--- config.mk ---
export PLATFORM = sky130hd
export DESIGN_NAME = pipe_msg_reg
export DESIGN_NICKNAME = d
export VERILOG_FILES = /design/src/rtl/pipe_msg_reg.sv
export SDC_FILE = /design/constraint.sdc
export NUM_CORES = 1
export LEC_CHECK = 0
export BUFFER_PORTS_ARGS = -buffer_cell sky130_fd_sc_hd__buf_2
export CORE_ASPECT_RATIO = 1.1
export CORE_UTILIZATION = 35
export DETAILED_ROUTE_END_ITERATION = 6
export SETUP_SLACK_MARGIN = 0.2
export SKIP_LAST_GASP = 1
export SYNTH_ARGS = -nofsm -noshare
export SYNTH_HDL_FRONTEND = slang
export SYNTH_SLANG_ARGS = --single-unit
--- constraint.sdc ---
create_clock -name clk -period 0.93 [get_ports clk]
set_input_delay 0.186 -clock clk [delete_from_list [all_inputs] [get_ports clk]]
set_output_delay 0.186 -clock clk [all_outputs]
set_load 0.01 [all_outputs]
--- src/rtl/pipe_msg_reg.sv ---
// Inter-stage pipeline register for the packed msg bus: stall/flush control, tnew ageing and
// an optional mult/div busy timer. Define PIPE_PERF_CNT_EN to add bubble/stall counters.
`ifndef MAX
`define MAX 75
`endif
`ifndef INSTR
`define INSTR 31:0
`endif
`ifndef OPCODE
`define OPCODE 31:26
`endif
`ifndef FUNCT
`define FUNCT 5:0
`endif
`ifndef PC
`define PC 63:32
`endif
`ifndef TNEW
`define TNEW 66:64
`endif
`ifndef grfWE
`define grfWE 67
`endif
`ifndef tarReg
`define tarReg 72:68
`endif
`ifndef BUSY
`define BUSY 73
`endif
`ifndef MD
`define MD 74
`endif

module pipe_msg_reg #(
  parameter int MSG_W    = `MAX,
  parameter int DEC_TNEW = 1,
  parameter int MD_STAGE = 0,
  parameter int MULT_CYC = 5,
  parameter int DIV_CYC  = 10
) (
  input  logic             clk,
  input  logic             reset,
  input  logic             stall,
  input  logic             flush,
  input  logic [MSG_W-1:0] msg_in,
  output logic [MSG_W-1:0] msg_out,
  output logic             valid_out,
`ifdef PIPE_PERF_CNT_EN
  output logic [31:0]      bubble_cnt,
  output logic [31:0]      stall_cnt,
`endif
  output logic             md_busy
);

  localparam int MD_MAX = (MULT_CYC > DIV_CYC) ? MULT_CYC : DIV_CYC;
  localparam int TMR_W  = $clog2(MD_MAX + 1);

  // Saturating tnew ageing: a result already available stays at 0.
  function automatic logic [2:0] age_tnew(input logic [2:0] t);
    return (t != 3'd0) ? t - 3'd1 : t;
  endfunction

  function automatic logic is_md(input logic [5:0] op, input logic [5:0] fn);
    return (op == 6'd0) && (fn[5:2] == 4'b0110);
  endfunction

  logic [MSG_W-1:0] msg_p0;
  logic             vld_p0;
  logic [MSG_W-1:0] load_msg;
  logic [MSG_W-1:0] bubble_msg;
  logic             busy_md;

  always_comb begin
    load_msg         = msg_in;
    load_msg[`TNEW]  = (DEC_TNEW != 0) ? age_tnew(msg_in[`TNEW]) : msg_in[`TNEW];
    if (msg_in[`tarReg] == '0) load_msg[`grfWE] = 1'b0;
    bubble_msg       = '0;
    bubble_msg[`PC]  = msg_in[`PC];
  end

  // Stage boundary: upstream msg -> registered msg
  always_ff @(posedge clk or negedge reset) begin
    if (!reset) begin
      msg_p0 <= '0;
      vld_p0 <= 1'b0;
    end else if (flush) begin
      msg_p0 <= bubble_msg;
      vld_p0 <= 1'b0;
    end else if (!stall) begin
      msg_p0 <= load_msg;
      vld_p0 <= 1'b1;
    end
  end

  generate
    if (MD_STAGE != 0) begin : g_md
      logic [TMR_W-1:0] timer_p0;
      logic             start;
      assign start = ~flush & ~stall & is_md(msg_in[`OPCODE], msg_in[`FUNCT]);

      // The timer keeps counting through stalls and flushes; only reset clears it.
      always_ff @(posedge clk or negedge reset) begin
        if (!reset) begin
          timer_p0 <= '0;
        end else if (start) begin
          timer_p0 <= msg_in[1] ? TMR_W'(DIV_CYC) : TMR_W'(MULT_CYC);
        end else if (timer_p0 != '0) begin
          timer_p0 <= timer_p0 - 1'b1;
        end
      end
      assign busy_md = (timer_p0 != '0);
    end else begin : g_nomd
      assign busy_md = 1'b0;
    end
  endgenerate

  always_comb begin
    msg_out        = msg_p0;
    msg_out[`BUSY] = (MD_STAGE != 0) ? busy_md : msg_p0[`BUSY];
  end

  assign valid_out = vld_p0;
  assign md_busy   = busy_md;

`ifdef PIPE_PERF_CNT_EN
  always_ff @(posedge clk or negedge reset) begin
    if (!reset) begin
      bubble_cnt <= '0;
      stall_cnt  <= '0;
    end else if (flush) begin
      bubble_cnt <= bubble_cnt + 32'd1;
    end else if (stall) begin
      stall_cnt  <= stall_cnt + 32'd1;
    end
  end
`endif

endmodule

==> reports/metrics.yaml <==
yosys:
  netlist.area_leader.share_pct: 59.4
  syn_inst: 228
  ys.flop_type: "dfrtp_1"
  seq_area_frac_synth_pct: 59.4
  synth.most_common_cell: "dfrtp_1"
  synth.top_cells.by_count: "76 x dfrtp_1, 41 x nor2_1, 39 x mux2i_1"
  syn-mean-instance-area_um2: 14.0
  synthTopCellsByArea: "dfrtp_1 59%, mux2_4 14%, mux2i_1 12%"
  synth_edf_count: 0
  yosysTopAreaCell: "dfrtp_1"
  syn_nets: 309
  yosys_warnings: 0
  yosys_register_bits: 76
  synthArstFlopShare_pct: 100
  syn_area_um2: 3200
  synthDistinctLibCells: 23
clock_network:
  cts_root_buf: "clkbuf_8"
  cts.path.max_buffers: 2
  clk_latency_ns: 0.34
  htreeDepth: 3
  path_clk_slew_ns: 0.08
  clock-sinks: 76
  cts-buffers-inserted: 9
  cts_tree: "yes"
floorplanning:
  die_area_um2: 9540
  die_w_um: 93.2
  core_um2: 8870
  ios: 156
  die_h_um: 102
  initial_core_util_pct: 36.1
  rows: 36
route:
  vias_per_cell: 4.43
  vias: 2408
  ant_nets: 0
  wl_per_cell_um: 13.0
  drtIter0Drc: 76
  routed_wl_um: 7030
  drc: 0
  first_pass_iters: 4
sta:
  post-route-min-period_ns: 1.08
  fmax_mhz: 925
  rsz0062_at_grt: "yes"
  tns_ns: -9.01
  clock-skew-final_ns: 0
  drv_slew: 0
  finalCritPeriodShare_pct: 116
  setup_viol: 77
  holdWs_ns: 0.0694
  setup_slack_ns: -0.151
  hold_viol_final: 0
global_route:
  grt_antenna_before_repair: 0
  grt_overflow: 0
  track_usage_pct: 14.5
  grt_pass1_wl_um: 10500
  grt_pass1_vias: 2256
  grt_start_max_net_pins: 58
worst_setup_path:
  crit_path_end_kind: "output pin"
  slowest_delay_ns: 0.41
  cp_data_arrival_time_ns: 0.89
  r2r_cells: 3
  required_ns: 0.74
  setup.worst_path.class: "register to output pin"
  crit_fanout: 2
  crit_family: "flip-flops"
  timing.rr.start: "msg_out[62]$_DFFE_PN0P_"
  cp.buffers_inverters: 1
  r2r_setup_slack_ns: -0.05
  cp-start-kind: "register"
  rr_endpoint: "msg_out[62]$_DFFE_PN0P_"
  crit_slowest_cell: "dfrtp_1"
  cp_cell_sequence: "buf_2"
  critical_path_depth: 1
pwr:
  p_per_area_nw_per_um2: 1620
  peakVddDrop_mv: 0.725
  leakage_nw: 2.66
  total_power_mw: 7.77
place:
  numPortBuffers: 154
  dp_hpwl_um: 4920
  post-place-cells: 494
  gp_congestion: 0.742
  pre_cts_slack_ns: -0.204
cells_and_area:
  multiInputGateArea_um2: 1210
  fin_nets: 505
  fill_cells: 781
  instances_no_fill: 543
  insertedDiodeCount: 0
  syn_to_final_growth_pct: 49.7
  ff_latch_area_um2: 1900
  drive_above_1_share_pct: 59.9
status:
  violations: "negative setup slack"
  status: "finished with violations"
hold_path:
  hold_start: "msg_in[36]"
  whs_endpoint: "msg_out[36]$_DFFE_PN0P_"
  hold_path_depth: 2
  hold_path.class: "primary input to register"
run:
  cap_violations: 0
==> how the worst max path moves through the flow <==
stage                                          to               startpoint
after floorplan           msg_out[32]$_DFFE_PN0P_                    flush
after global placement    msg_out[67]$_DFFE_PN0P_               msg_in[69]
after detailed placement  msg_out[67]$_DFFE_PN0P_               msg_in[69]
after CTS                             msg_out[44]  msg_out[44]$_DFFE_PN0P_
after global routing                  msg_out[62]  msg_out[62]$_DFFE_PN0P_
final                                 msg_out[62]  msg_out[62]$_DFFE_PN0P_
==> layout make-up <==
cell class,count,area share (%)
clock buffers,10,2.66
clock inverters,6,1.85
inverters,4,0.574
multi-input cells,133,25.4
flip-flops and latches,76,39.7
well taps,114,2.98
repair buffers,200,26.9
==> layer usage <==
metal / share of wire [%] / track usage [%] / up-vias
met5: 0 / 0 / -
li1: - / - / 1155
met3: 9.1 / 5.21 / 12
met4: 1.7 / 6.75 / 0
met2: 45 / 22.7 / 110
met1: 44 / 18.0 / 1131
==> state kept, by name, indices dropped and copies added (netlist names) <==
signal / count
msg_out: 75
valid_out: 1
==> through the flow <==
stage	area [um^2]	util [%]
after floorplan	3300	-
after global placement	4190	47.2
after detailed placement	4190	47.2
after CTS	4600	51.9
after global routing	4790	54.0
final	4790	54.0
==> placed cells by master (no fill, tap or decap), types with 2 or more instances in the layout <==
cell | synthesis | final
buf_12 | 0 | 4
buf_2 | 0 | 142
buf_4 | 6 | 29
buf_6 | 5 | 24
bufinv_16 | 0 | 2
clkbuf_8 | 0 | 9
clkinvlp_4 | 0 | 2
dfrtp_1 | 76 | 76
mux2_4 | 29 | 32
mux2i_1 | 39 | 39
nand2b_4 | 1 | 2
nor2_1 | 41 | 41
nor2b_1 | 3 | 2
nor3b_1 | 2 | 2
o21ai_1 | 2 | 2
==> power breakdown <==
part	leakage, nW	switching (mW)	internal [mW]
registers	0.956	0.130	3.53
clock network	0.102	1.19	1.51
logic	1.60	0.597	0.815
total	2.66	1.92	5.86
==> cells by family after synthesis <==
family                     Yosys count  share of synthesized area, %
adders and majority gates            2                         0.781
other                                1                         0.117
buffers and inverters               19                          4.10
and+or+nand+nor                     52                          7.15
DFF                                 76                          59.4
muxes                               71                          26.8
AOI/OAI and AO/OA                    7                          1.60
==> repair_timing <==
item                                    in CTS  in global routing
resized for setup                           13                 19
pin swaps                                    3                 10
endpoints found under the setup margin     110                137
hold endpoints to repair                    76                  0
hold buffers                                 1                  0
setup buffers                               17                 15
Note: power is estimated with default switching activity, not from simulation.
